--- config.mk ---
export PLATFORM = sky130hd
export DESIGN_NAME = turing_core
export DESIGN_NICKNAME = d
export VERILOG_FILES = /design/src/rtl/turing_core.sv
export SDC_FILE = /design/constraint.sdc
export NUM_CORES = 1
export LEC_CHECK = 0
export ABC_AREA = 1
export CORE_MARGIN = 2
export CORE_UTILIZATION = 45
export CTS_CLUSTER_SIZE = 25
export DETAILED_ROUTE_END_ITERATION = 8
export SLEW_MARGIN = 40
export SYNTH_ARGS = -nofsm -noshare
export SYNTH_HDL_FRONTEND = slang
export SYNTH_SLANG_ARGS = --single-unit
--- constraint.sdc ---
create_clock -name clock -period 4.7 [get_ports clock]
set_input_delay 0.94 -clock clock [delete_from_list [all_inputs] [get_ports clock]]
set_output_delay 0.94 -clock clock [all_outputs]
set_load 0.02 [all_outputs]
--- src/rtl/turing_core.sv ---
// Parametrised Turing machine core: writable transition table and tape held in
// register arrays, free-running or single-step execution, windowed tape output.
module turing_core #(
  parameter int unsigned SYM_W    = 2,
  parameter int unsigned ST_W     = 3,
  parameter int unsigned TAPE_LEN = 32,
  parameter int unsigned WIN      = 11,
  parameter int unsigned CNT_W    = 16,
  localparam int unsigned AW      = $clog2(TAPE_LEN)
) (
  input  logic                  clock,
  input  logic                  reset,
  input  logic                  prog_we,
  input  logic [ST_W+SYM_W-1:0] prog_addr,
  input  logic [SYM_W+ST_W+1:0] prog_data,
  input  logic                  tape_we,
  input  logic [AW-1:0]         tape_addr,
  input  logic [SYM_W-1:0]      tape_data,
  input  logic [AW-1:0]         head_init,
  input  logic                  start,
  input  logic                  step_mode,
  input  logic                  step,
  input  logic [CNT_W-1:0]      max_steps,
  output logic                  busy,
  output logic                  done,
  output logic [1:0]            status,
  output logic [ST_W-1:0]       cur_state,
  output logic [AW-1:0]         head_pos,
  output logic [CNT_W-1:0]      step_count,
  output logic [WIN*SYM_W-1:0]  window
);

  localparam int unsigned ENT_W = SYM_W + 2 + ST_W;
  localparam int unsigned TBL_N = 1 << (ST_W + SYM_W);
  localparam int unsigned HALF  = WIN / 2;

  typedef enum logic [1:0] {IDLE, FETCH, EXEC, DONE} fsm_t;
  typedef enum logic [1:0] {MV_L = 2'b00, MV_R = 2'b01, MV_STAY = 2'b10, MV_HALT = 2'b11} move_t;
  typedef enum logic [1:0] {ST_NONE = 2'b00, ST_HALT = 2'b01, ST_FAULT = 2'b10, ST_TIMEOUT = 2'b11} status_t;

  fsm_t              fsm;
  logic              step_mode_r;
  logic [SYM_W-1:0]  sym;

  logic [ENT_W-1:0]  prog_table [TBL_N];
  logic [SYM_W-1:0]  tape [TAPE_LEN];

  logic [ENT_W-1:0]  entry;
  logic [SYM_W-1:0]  write_sym;
  move_t             move;
  logic [ST_W-1:0]   next_state;
  logic [CNT_W-1:0]  next_count;
  logic [AW-1:0]     moved_head;
  logic              at_edge;
  logic [31:0]       pos;

  always_comb begin
    entry      = prog_table[{cur_state, sym}];
    next_state = entry[ST_W-1:0];
    move       = move_t'(entry[ST_W+1:ST_W]);
    write_sym  = entry[ST_W+2 +: SYM_W];
    next_count = (step_count == '1) ? step_count : step_count + CNT_W'(1);
    at_edge    = (move == MV_L && head_pos == '0) ||
                 (move == MV_R && head_pos == AW'(TAPE_LEN - 1));
    case (move)
      MV_L:    moved_head = head_pos - AW'(1);
      MV_R:    moved_head = head_pos + AW'(1);
      default: moved_head = head_pos;
    endcase
  end

  // Storage arrays are deliberately outside reset so loaded programs survive an abort.
  always_ff @(posedge clock) begin
    if (prog_we && !busy)
      prog_table[prog_addr] <= prog_data;
    if (tape_we && !busy)
      tape[tape_addr] <= tape_data;
    else if (fsm == EXEC)
      tape[head_pos] <= write_sym;
  end

  always_ff @(posedge clock or posedge reset) begin
    if (reset) begin
      fsm         <= IDLE;
      busy        <= 1'b0;
      done        <= 1'b0;
      status      <= ST_NONE;
      cur_state   <= '0;
      head_pos    <= '0;
      step_count  <= '0;
      step_mode_r <= 1'b0;
      sym         <= '0;
    end else begin
      case (fsm)
        IDLE, DONE: begin
          if (start) begin
            head_pos    <= head_init;
            step_mode_r <= step_mode;
            cur_state   <= '0;
            step_count  <= '0;
            status      <= ST_NONE;
            done        <= 1'b0;
            busy        <= 1'b1;
            fsm         <= FETCH;
          end
        end
        FETCH: begin
          if (!step_mode_r || step) begin
            sym <= tape[head_pos];
            fsm <= EXEC;
          end
        end
        EXEC: begin
          cur_state  <= next_state;
          step_count <= next_count;
          // Halt outranks a boundary fault, which outranks the step limit.
          if (move == MV_HALT) begin
            status <= ST_HALT;
            busy   <= 1'b0;
            done   <= 1'b1;
            fsm    <= DONE;
          end else if (at_edge) begin
            status <= ST_FAULT;
            busy   <= 1'b0;
            done   <= 1'b1;
            fsm    <= DONE;
          end else begin
            head_pos <= moved_head;
            if (max_steps != '0 && next_count == max_steps) begin
              status <= ST_TIMEOUT;
              busy   <= 1'b0;
              done   <= 1'b1;
              fsm    <= DONE;
            end else begin
              fsm <= FETCH;
            end
          end
        end
        default: fsm <= IDLE;
      endcase
    end
  end

  // Slot i shows cell head_pos - HALF + i; offsetting by HALF keeps the math unsigned.
  always_comb begin
    window = '0;
    pos    = '0;
    for (int unsigned i = 0; i < WIN; i++) begin
      pos = 32'(head_pos) + i;
      if (pos >= HALF && (pos - HALF) < TAPE_LEN)
        window[i*SYM_W +: SYM_W] = tape[AW'(pos - HALF)];
    end
  end

endmodule

==> flow_metrics.tcl, run 1 <==
set metrics [dict create \
    synthTopCellsByCount "541 x nand2_1, 288 x edfxtp_1, 276 x o21ai_0" \
    antenna_found_initial 0 \
    cts_tree "done" \
    dieWidth_um 203.5 \
    routed_wl_um 53380 \
    drt.antenna.violating_nets 0 \
    yosysMostFrequentCell "nand2_1" \
    dieArea_um2 41410 \
    cp_data_arrival_time_ns 3.62 \
    cpPeakStageDelay_ns 0.61 \
    cp_max_fo 15 \
    seqCellArea_um2 9480 \
    status "finished clean" \
    clk_latency_ns 0.52 \
    synthTopCellsByArea "edfxtp_1 48%, nand2_1 11%, o21ai_0 7.7%, nor2_1 5.5%, dfrtp_1 4.6%" \
    die_h_um 203.5 \
    drc 0 \
    yosys.area.top_type "edfxtp_1" \
    worstMarginPinSlew_ns 0.8547 \
    antenna_cells 0 \
    p_comb_share_pct 63.5 \
    synth_seq_cells 321 \
    clockPowerShare_pct 15.8 \
    place_inst 2659 \
    layout-drive-gt1-share_pct 6.867 \
    crit_required_ns 3.76 \
    highest_layer "met4" \
    routedWlPerCell_um 19.60 \
    synth_cell_type_count 60 \
    intPower_uw 8494 \
    final_hold_viol_count 0 \
    final_util_pct 52.32 \
    ctsRootBufferMaster "clkbuf_16" \
    wl_met3_um 3198 \
    fin_skew_ns 0.01658 \
    timing.fmax_mhz 219.2 \
    cp_slowest_cell "clkdlybuf4s50_1" \
    stdcell_count 2724 \
    port-buffer-count 96 \
    start_util_pct 45.28 \
    dpl.hpwl_um 37600 \
    nFillCells 3657 \
    ys_seq_area_share_pct 52.91 \
    clk_pin_slew_ns 0.06 \
    io_pins 97 \
    post-route-min-period_ns 4.562 \
    viasPerCell 5.544 \
    row_count 73 \
    drtPass1Iterations 6 \
    ir_drop_uv 386.6 \
    start_kind "register" \
    worstSetupPathType "reg -> out" \
    post-route-period-util_pct 97.07 \
    coreArea_um2 39550 \
    cp_cell_sequence "inv_2 -> ha_1 -> nand2_1 -> nand2_1 -> inv_1 -> o21ai_0 -> o21ai_0 -> o22ai_1 -> nor2_1 -> clkdlybuf4s50_1" \
    netlist.area_leader.share_pct 48.30 \
    synth_area_um2 17910 \
    p_leak_uw 0.008227 \
    grt_use_total_pct 25.92 \
    cts.path.max_buffers 3 \
    detail_route.iter0.violations 1479 \
    power_density_nw_per_um2 805.3 \
    overflow 0 \
    cp-end-kind "output port" \
    async_flop_share_pct 10.28 \
    grt_max_degree 91 \
    drv_slew 0 \
    multi_input_area_um2 7446 \
    hold_path_class "reg -> reg" \
    first_global_vias 14290 \
    fin_setup_tns_ns 0 \
    dr_total_vias 15100 \
    cts_sinks 321 \
    ys_warn_count 0 \
    gp_congestion 0.9190 \
    numCtsBuffers 35 \
    setup_viol 0 \
    p_sw_share_pct 49.03 \
    grt_pass1_wl_um 82540 \
    route.met2.wl_um 25320 \
    htree_num_levels 2 \
    cap_violations 0 \
    syn_to_final_growth_pct 15.56 \
    final_nets 2254 \
    switching_power_uw 8171 \
    synthFlopType "edfxtp_1" \
    syn_inst 2093 \
    drt-met1-wl_um 23280 \
    syn-num-nets 2172 \
    synth_edf_count 288 \
    pwr-share-seq_pct 20.7 \
    avgSynthCellArea_um2 8.556 \
    slew_headroom_pct 42.42 \
    rsz0062_at_grt "yes" \
]
==> worst max-delay path: cells and delay by family (launching register included) <==
family,cells,cell delay [ns]
compound gates,3,0.64
fa+ha+maj,1,0.33
buf+inv,3,1.15
flops,1,0.57
simple gates,3,0.42
==> path summary, 6_finish.rpt <==
kind                       slack (ns)          end  depth (start not counted)   startpoint
min reg2reg                      0.50         done                          2         done
max reg2reg                      0.93  head_pos[4]                         19       sym[0]
min in group asynchronous        0.83         done                          3        reset
max in group asynchronous        3.49       sym[0]                          3        reset
max                              0.14    window[5]                         10  head_pos[2]
min                              0.50         done                          2         done
==> power groups by stage <==
stage / Combinational [uW] / Sequential (uW) / Clock (uW)
5_1_grt: 11700 / 3460 / 2770
6_report: 10600 / 3450 / 2630
4_1_cts: 10400 / 3450 / 2670
3_3_place_gp: 10300 / 3500 / 0
3_5_place_dp: 10400 / 3500 / 0
2_1_floorplan: 6740 / 3500 / 0
==> metrics by stage <==
| stage | hold slack (ns) | setup WS, ns | total power [uW] | area [um^2] |
|---|---|---|---|---|
| global route | 0.5340 | -0.02556 | 17970 | 20690 |
| finish | 0.5017 | 0.1377 | 16670 | 20690 |
| CTS | 0.5017 | 0.01715 | 16550 | 20600 |
| global placement | 0.4841 | 0.4345 | 13840 | 19510 |
| detailed placement | 0.4857 | 0.5151 | 13890 | 19500 |
| floorplan | 0.4744 | 0.5513 | 10240 | 17910 |
==> layout by cell type (no fill, tap or decap), types with 3 or more instances in the layout <==
| cell type | count |
|---|---|
| a21oi_1 | 72 |
| o221ai_1 | 8 |
| buf_12 | 6 |
| nand3b_1 | 3 |
| inv_1 | 145 |
| o21ai_0 | 274 |
| clkbuf_16 | 37 |
| nor2_1 | 258 |
| o22ai_1 | 42 |
| inv_2 | 4 |
| edfxtp_1 | 288 |
| or2_2 | 9 |
| buf_4 | 39 |
| clkinv_1 | 9 |
| mux2i_1 | 12 |
| o32ai_1 | 3 |
| clkbuf_1 | 10 |
| a22o_1 | 3 |
| mux2_2 | 4 |
| nand2_1 | 541 |
| nand4_1 | 9 |
| nand3_2 | 5 |
| ha_1 | 30 |
| a211oi_1 | 5 |
| o21ai_1 | 10 |
| xnor2_1 | 7 |
| nand2_4 | 3 |
| clkdlybuf4s50_1 | 85 |
| a31oi_1 | 4 |
| nor3_1 | 3 |
| o31ai_1 | 3 |
| dfrtp_1 | 30 |
| o211ai_1 | 20 |
| nand3_1 | 121 |
| dlymetal6s2s_1 | 10 |
| clkinv_2 | 6 |
| nand2_2 | 9 |
| nor2_2 | 6 |
| xor2_1 | 23 |
==> sequential cells by signal, indices dropped and copies added, names as in the netlist, 2 cells and up <==
name,flops
step_count,16
sym,2
head_pos,5
cur_state,3
tape,64
status,2
fsm,2
prog_table,224
==> cell families (layout without fill, tap and decap cells) <==
kind of cell               Yosys count  in the layout  share of synthesized area, %
AOI/OAI and AO/OA                  462            462                         14.26
xor gates and xnor gates            33             33                         1.656
adders and majority gates           32             32                         2.278
buffers and inverters              256            362                         5.729
DFF                                321            321                         52.91
muxes                               16             16                        0.9223
and+or+nand+nor                    973            973                         22.25
==> layout make-up <==
cell class | instances | area share, %
clock buffer | 48 | 4.722
clock inverter | 13 | 0.5563
inverter | 158 | 2.939
multi-input combinational | 1516 | 35.98
sequential | 321 | 45.81
tap | 525 | 3.174
timing repair buffer | 142 | 6.790
timing repair inverter | 1 | 0.02419
==> metal layers <==
metal	global-route usage [%]	up-vias
li1	-	7316
met1	35.48	7132
met2	43.34	555
met3	2.780	98
met4	8.342	0
met5	0	-
==> timing repair <==
item / in CTS / in global routing
buffers inserted: 0 / 3
cloned: 0 / 1
resized for setup: 1 / 18
endpoints found under the setup margin: 2 / 20
hold buffers: 0 / 0
Note: power is estimated with default switching activity, not from simulation.
==> run 2: changes to the inputs <==
- CTS_CLUSTER_SIZE: 25 -> unset
==> results of run 2 <==
Same layout as run 1: the final DEF is identical, and so are final timing and power.
==> run 3: changes to the inputs <==
- CELL_PAD_IN_SITES_DETAIL_PLACEMENT: unset -> 1
- CELL_PAD_IN_SITES_GLOBAL_PLACEMENT: unset -> 1
- PLACE_DENSITY_LB_ADDON: unset -> 0.1
==> flow_metrics.tcl, run 3 (synthesized netlist as in run 1, its figures left out) <==
set metrics [dict create \
    ir_drop_uv 369.2 \
    die_h_um 203.5 \
    largest_reg_flops 224 \
    intPower_uw 8911 \
    pre_cts_ws_ns 0.4441 \
    coreArea_um2 39550 \
    worstReg2RegStart "sym[0]" \
    overflow 0 \
    port-buffer-count 96 \
    cts_tree "done" \
    cap_violations 0 \
    final_hold_viol_count 0 \
    clockPowerShare_pct 16.8 \
    min_to "done" \
    start_kind "register" \
    post-route-min-period_ns 4.497 \
    dieArea_um2 41410 \
    htree_num_levels 2 \
    setup_viol 0 \
    holdPathStages 2 \
    switching_power_uw 8622 \
    numCtsBuffers 37 \
    slew_headroom_pct 44.74 \
    io_pins 97 \
    antenna_cells 0 \
    drv_slew 0 \
    layout-drive-gt1-share_pct 8.439 \
    p_comb_share_pct 63.5 \
    crit_required_ns 3.76 \
    final_nets 2270 \
    grt_pass1_wl_um 91820 \
    power_density_nw_per_um2 836.1 \
    hold_path_class "reg -> reg" \
    worstMarginPinSlew_ns 0.8258 \
    cts_sinks 321 \
    layout_commonest_cell "nand2_1" \
    grt_use_total_pct 29.02 \
    gp_congestion 0.9203 \
    min_from "done" \
    status "finished clean" \
    cp_data_arrival_time_ns 3.56 \
    first_global_vias 15570 \
    reg2reg_slack_ns 0.95 \
    cp_max_fo 8 \
    antenna_found_initial 0 \
    post-route-period-util_pct 95.67 \
    cp-end-kind "output port" \
    routedWlPerCell_um 21.92 \
    fin_ws_ns 0.2034 \
    grt_max_degree 93 \
    pwr-share-seq_pct 19.7 \
    power_uw 17530 \
    dr_total_vias 15520 \
    viasPerCell 5.661 \
    drtPass1Iterations 6 \
    worstSetupPathType "reg -> out" \
    syn_to_final_growth_pct 17.10 \
    row_count 73 \
    r2r_end "head_pos[4]" \
    start_util_pct 45.28 \
    drc 0 \
    p_leak_uw 0.008346 \
    timing.fmax_mhz 222.4 \
    layout_common_cells "541 x nand2_1, 288 x edfxtp_1, 268 x o21ai_0" \
    dpl.hpwl_um 42170 \
    p_sw_share_pct 49.17 \
    routed_wl_um 60070 \
    drt.antenna.violating_nets 0 \
    reg.largest.list "prog_table x224, tape x64, step_count x16" \
    dieWidth_um 203.5 \
    detail_route.iter0.violations 1146 \
    fin_skew_ns 0.03790 \
    reg2reg_depth 21 \
    clk_latency_ns 0.54 \
    ctsRootBufferMaster "clkbuf_16" \
    top_register "prog_table" \
    clk_pin_slew_ns 0.06 \
    cts.path.max_buffers 3 \
]
run 3: worst max-delay path by stage:
stage / from / end / cells past startpoint
after floorplan: head_pos[1] / window[10] / 14
after global placement: head_pos[3] / window[19] / 9
after detailed placement: head_pos[1] / window[19] / 10
after CTS: head_pos[0] / window[18] / 14
after global routing: head_pos[1] / window[12] / 12
final: head_pos[1] / window[5] / 13
run 3: what timing repair did:
action                     4_1_cts  5_1_grt
hold buffers                     0        0
setup buffers                    0        8
gates resized for setup         11       30
setup endpoints to repair       18       21
run 3: metrics by stage:
stage	hold WS, ns	std cells	util (%)	TNS [ns]	instance area (um^2)
global route	0.5365	2741	53.02	-0.002505	20970
floorplan	0.4744	2093	-	0	17910
detailed placement	0.4862	2669	49.45	0	19560
finish	0.4972	2741	53.02	0	20970
CTS	0.5013	2733	52.62	0	20810
global placement	0.4715	2669	49.47	0	19570
run 3: worst max-delay path, cell delays in order (launching register included):
cell,delay (ns)
dfrtp_1,0.40
clkinvlp_4,0.19
buf_4,0.18
ha_1,0.30
inv_1,0.08
nand2_1,0.05
nand2_1,0.19
clkinvlp_4,0.20
clkbuf_2,0.20
mux2i_2,0.36
o21ai_0,0.13
o22ai_1,0.16
nor2_1,0.07
clkdlybuf4s50_1,0.53
run 3: routing by layer:
layer / GRT usage (%) / part of all wire [%]
met2: 52.30 / 51
met5: 0 / 0
met1: 36.34 / 41
met4: 10.64 / 3.4
met3: 2.525 / 4.0
run 3: power groups by stage:
stage / Combinational, uW / Clock, uW / Sequential [uW]
3_5_place_dp: 10900 / 0 / 3510
4_1_cts: 11000 / 2970 / 3460
5_1_grt: 12200 / 3060 / 3470
6_report: 11100 / 2950 / 3460
2_1_floorplan: 6740 / 0 / 3500
3_3_place_gp: 10700 / 0 / 3510
run 3: final cells by class:
class / count / area (um^2)
fillers: 4617 / 18580
inverters: 158 / 615.6
flip-flops and latches: 321 / 9482
well taps: 525 / 656.9
clock buffers: 44 / 993.5
clock inverters: 20 / 240.2
repair buffers: 157 / 1509
multi-input cells: 1516 / 7473
==> patch 1 (settings of run 1) <==
Put a register stage on the output `window`, without a reset. The value now appears one clock later. The other outputs are not delayed to match.
--- a/src/rtl/turing_core.sv
+++ b/src/rtl/turing_core.sv
@@ -39,2 +39,4 @@
   typedef enum logic [1:0] {ST_NONE = 2'b00, ST_HALT = 2'b01, ST_FAULT = 2'b10, ST_TIMEOUT = 2'b11} status_t;
+
+  logic [WIN*SYM_W-1:0] window_d;
 
@@ -145,3 +147,3 @@
   always_comb begin
-    window = '0;
+    window_d = '0;
     pos    = '0;
@@ -150,4 +152,8 @@
       if (pos >= HALF && (pos - HALF) < TAPE_LEN)
-        window[i*SYM_W +: SYM_W] = tape[AW'(pos - HALF)];
+        window_d[i*SYM_W +: SYM_W] = tape[AW'(pos - HALF)];
     end
+  end
+
+  always_ff @(posedge clock) begin
+    window <= window_d;
   end
Function: changed (Yosys sat finds a counterexample within 4 cycles, from zero or initial values and one cycle with reset high).
==> patch 1 against run 1 <==
Final cell count up 1.6%. Clock skew up 0.0039 ns. Sequential cell count up 22. Routed wire length down 0.78%. Utilization down 0.34 points. Clock power up 21%. Worst setup slack better by 1.0 ns. Sequential power up 9.9%. Combinational power down 14%. Synthesized cell count up 2.6%. Area after synthesis up 2.8%. Total power down 3.5%. Final area up 2.1%. Hold slack worse by 0.015 ns.
==> patch 1: results (changes against run 1) <==
stage,metric,value,unit,change
clock_tree,clk_latency,0.56,ns,+0.04 ns
timing,whs,0.4872,ns,-0.01454 ns
drt,drt_pre_antenna_iters,5,,-1
drt,wl_per_cell,19.14,um,-2.3%
placed_design,routabilityCongestion,0.9144,,-0.50%
pwr,switchingPower,0.007697,W,-5.8%
final_layout,layout-drive-gt1-share,0.06309,,-0.005580
final_layout,fin_cells,2767,,+1.6%
pwr,power_combinational,0.00910,W,-14%
timing,clock_skew,0.02052,ns,+0.003939 ns
grt,grt_pass1_vias,14091,,-1.4%
synth,synth_cell_type_count,56,,-6.7%
placed_design,dp_cells,2696,,+1.4%
pwr,ir_drop,405.9,uV,+5.0%
setup_path,worstPathMaxFanout,21,,+6
final_layout,n_fill_cell,3764,,+2.9%
final_layout,reg_top3,"prog_table: 224 flops, tape: 64 flops, window: 22 flops",,
clock_tree,post-cts-setup-buffers,0,,unchanged
placed_design,dpl_cell_area,0.01979,mm2,+1.5%
synth,async_flop_share,0.09621,,-0.006594
placed_design,pre_cts_ws,1.177,ns,+0.6620 ns
clock_tree,postCtsResizedCells,0,,-1
run_status,status,finished clean,,
timing,min_period_over_period,0.7525,,-0.2182
grt,grt_max_degree,114,,+25%
worst_hold_path,hp-start,status[0]$_DFFE_PP0P_,,
clock_tree,cts-buffers-inserted,39,,+11%
setup_path,r2r_cells,21,,+2
pwr,seq_power,0.00379,W,+9.9%
timing,tightest_slew,0.8188,ns,-0.03587 ns
drt,met2WireLength,22530,um,-11%
pwr,power_clock,0.00319,W,+21%
pwr,leakagePower,8.311,nW,+1.0%
synth,synth_area_leaders,"edfxtp_1, nand2_1, o21ai_0",,
placed_design,hpwl,36110,um,-4.0%
synth,netlist_instances,2147,,+2.6%
final_layout,utilization,0.5198,,-0.003413
synth,synth_common_cells,"nand2_1, edfxtp_1, o21ai_0, nor2_1, inv_1",,
grt,grt_usage,0.2508,,-0.008400
grt,grt_pass1_wl,81060,um,-1.8%
drt,initialDrtViolationCount,1432,,-3.2%
synth,synth_nets,2225,,+2.4%
worst_hold_path,min_to,status[0]$_DFFE_PP0P_,,
setup_path,arrival,3.96,ns,+0.34 ns
final_layout,fin_nets,2283,,+1.3%
setup_path,crit_path_end,head_pos[4]$_DFFE_PP0P_,,
drt,wl_met1,25280,um,+8.6%
drt,dr_wl_met3,3994,um,+25%
patch 1: cell count changes after synthesis, moves of 4 or more:
cell and change:
o22ai_1 +4, o21ai_0 -25, a21oi_1 +18, nor3_1 +13, nand2_2 -7, nor2_1 -13, nand2_1 +44, clkbuf_1 +7
mux2i_1 -10, nand3_1 +9, dfxtp_1 +22, buf_4 +6
patch 1: critical path, cell delays in order (launching register included):
cell	delay, ns
dfrtp_4	0.49
inv_2	0.26
buf_4	0.32
nand2_1	0.09
nand3_1	0.08
nand3_1	0.08
nand2_1	0.09
nand2_1	0.08
nand3_1	0.15
nand2_1	0.13
nor2_1	0.30
inv_1	0.14
ha_1	0.34
a21oi_1	0.15
o21ai_0	0.11
xor2_1	0.16
nor2_1	0.12
nor2_1	0.05
nand2_1	0.09
nand2_1	0.05
nand2_1	0.06
o21ai_1	0.06
patch 1: per-layer routing:
| metal | track usage | vias to the layer above |
|---|---|---|
| met5 | 0 | - |
| met4 | 0.06607 | 0 |
| met3 | 0.04163 | 79 |
| met2 | 0.3709 | 543 |
| met1 | 0.3800 | 7229 |
| li1 | - | 7427 |
patch 1: kinds of logic (layout without fill, tap and decap cells):
logic type / after synthesis / count (layout) / synth area share
AND/OR/NAND/NOR: 1021 / 1021 / 0.2273
AO/OA/AOI/OAI: 450 / 450 / 0.1341
flip-flops: 343 / 343 / 0.5385
buffers and inverters: 262 / 350 / 0.05790
XOR/XNOR: 32 / 32 / 0.01597
adder cells (fa/ha/maj): 31 / 31 / 0.02147
multiplexers: 8 / 8 / 0.004757
patch 1: layout make-up:
cell class,count,area share
Timing Repair Buffer,124,0.05608
Clock inverter,21,0.01350
Clock buffer,50,0.04956
Sequential cell,343,0.4696
Tap cell,532,0.03150
Multi-Input combinational cell,1542,0.3521
Inverter,155,0.02765
==> patch 2 (config.mk and constraints of run 1) <==
Without the edit above. The parameter `ST_W` goes from 3 to 4.
--- a/src/rtl/turing_core.sv
+++ b/src/rtl/turing_core.sv
@@ -4,3 +4,3 @@
   parameter int unsigned SYM_W    = 2,
-  parameter int unsigned ST_W     = 3,
+  parameter int unsigned ST_W     = 4,
   parameter int unsigned TAPE_LEN = 32,
Ports: changed (resized cur_state, prog_addr and prog_data); port bits go from 97 to 100. The function was not compared with the original's and may differ.
==> patch 2 against run 1 <==
Via count is 51% higher. Total power is 49% higher. Final area is 66% higher. Sequential cell count is 289 higher. Combinational power is 27% higher. Worst setup slack worse by 0.11 ns. Area after synthesis is 65% higher. Routed wire length is 64% higher. Largest cell class unchanged. Largest power group unchanged.
==> patch 2: results (changes against run 1) <==
stage,metric,value,unit,change
synth,synth_xor_area_frac,0.01086,,-0.005695
drt,wl_met1,38110,um,+64%
drt,wl,87590,um,+64%
final_layout,layout-drive-gt1-share,0.1007,,+0.03203
synth,synth_compound_gate_area_share,0.1270,,-0.01559
final_layout,fin_nets,3196,,+42%
synth,synthMuxAreaShare,0.006875,,-0.002348
timing,clock_skew,0.01833,ns,+0.001751 ns
grt,grt_max_degree,131,,+44%
synth,synth_area_leaders,"edfxtp_1, nand2_1, o21ai_0",,
grt,grt_usage,0.2580,,-0.001120
placed_design,io_buffers,99,,+3.1%
drt,dr_wl_met3,6255,um,+96%
pwr,leakagePower,12.68,nW,+54%
final_layout,reg_top3,"prog_table: 512 flops, tape: 64 flops, step_count: 16 flops",,
run_status,status,finished clean,,
drt,initialDrtViolationCount,2263,,+53%
synth,synth.avg_cell_area,9.987,um2,+17%
placed_design,routabilityCongestion,0.9424,,+2.5%
grt,grt_pass1_vias,21684,,+52%
drt,via_count,22835,,+51%
grt,use_met3,0.04327,,+0.01547
synth,synth_nets,3032,,+40%
placed_design,dpl_cell_area,0.03203,mm2,+64%
placed_design,hpwl,58190,um,+55%
synth,async_flop_share,0.05574,,-0.04707
timing,max_slew_margin,0.4765,,+0.05230
synth,yosysSeqAreaShare,0.6155,,+0.08647
final_layout,n_fill_cell,5692,,+56%
grt,met2_usage,0.4095,,-0.02395
placed_design,dp_cells,3897,,+47%
clock_tree,clk_latency,0.61,ns,+0.09 ns
synth,synth_common_cells,"nand2_1, edfxtp_1, o21ai_0, nor2_1, nand3_1",,
pwr,ir_drop,513.4,uV,+33%
synth,synth_cell_type_count,57,,-5.0%
synth,synthAdderAreaFrac,0.01341,,-0.009367
drt,highest_layer,met5,,
drt,met2WireLength,40450,um,+60%
clock_tree,cts-buffers-inserted,67,,+91%
patch 2: changes by cell type after synthesis, moves of 8 or more:
| cell | change |
|---|---|
| o221ai_1 | +39 |
| o21ai_0 | +130 |
| clkbuf_1 | +18 |
| nand3_1 | +94 |
| a21oi_1 | -16 |
| nor2_1 | +123 |
| inv_1 | +26 |
| buf_4 | +16 |
| o22ai_1 | +24 |
| nand2_1 | +48 |
| buf_6 | +8 |
| buf_2 | +31 |
| edfxtp_1 | +288 |
patch 2: report_power, final:
group	switching [W]	internal [W]
clock network	0.00213	0.00296
registers	0.000153	0.00613
logic	0.00905	0.00450
total	0.0113	0.0136
patch 2: layout make-up:
type | instances | area (um2) | area share
Timing Repair inverter | 1 | 7.507 | 0.0002190
Clock buffer | 88 | 1818 | 0.05303
Sequential cell | 610 | 18160 | 0.5296
Inverter | 184 | 714.4 | 0.02084
Clock inverter | 33 | 294.0 | 0.008577
Tap cell | 855 | 1070 | 0.03120
Timing Repair Buffer | 260 | 2338 | 0.06821
Multi-Input combinational cell | 1992 | 9881 | 0.2882
Antenna cell | 1 | 2.502 | 0.00007299
patch 2: path summary, 6_finish.rpt:
| path | start | cells past startpoint | slack (ns) | end |
|---|---|---|---|---|
| worst min-delay path | status[0]$_DFFE_PP0P_ | 2 | 0.49 | status[0]$_DFFE_PP0P_ |
| worst min register to register | status[0]$_DFFE_PP0P_ | 2 | 0.49 | status[0]$_DFFE_PP0P_ |
| worst max-delay path | head_pos[0]$_DFFE_PP0P_ | 12 | 0.03 | window[11] |
| max in group asynchronous | reset | 3 | 3.52 | sym[1]$_DFFE_PP0P_ |
| min in group asynchronous | reset | 3 | 0.77 | status[0]$_DFFE_PP0P_ |
| worst max register to register | sym[0]$_DFFE_PP0P_ | 21 | 0.85 | head_pos[4]$_DFFE_PP0P_ |
patch 2: what timing repair did:
action,4_1_cts,5_1_grt
gates cloned,1,0
hold buffers,0,0
setup buffers,1,3
endpoints found under the setup margin,11,18
gates resized for setup,8,22
pin swaps,0,1
patch 2: critical path: stages (launching register included):
cell	delay [ns]
dfrtp_2	0.42
inv_1	0.13
ha_1	0.30
nand2_1	0.12
inv_1	0.08
or2_1	0.25
buf_4	0.20
inv_4	0.18
o21ai_0	0.14
a211oi_1	0.28
o21ai_0	0.12
a31oi_1	0.24
clkdlybuf4s50_1	0.65
patch 2: through the flow:
| stage | hold WS (ns) | total power, W |
|---|---|---|
| after floorplan | 0.4744 | 0.01484 |
| after global placement | 0.4631 | 0.01935 |
| after detailed placement | 0.4685 | 0.01954 |
| after CTS | 0.4834 | 0.02470 |
| after global routing | 0.5186 | 0.02648 |
| final | 0.4880 | 0.02491 |
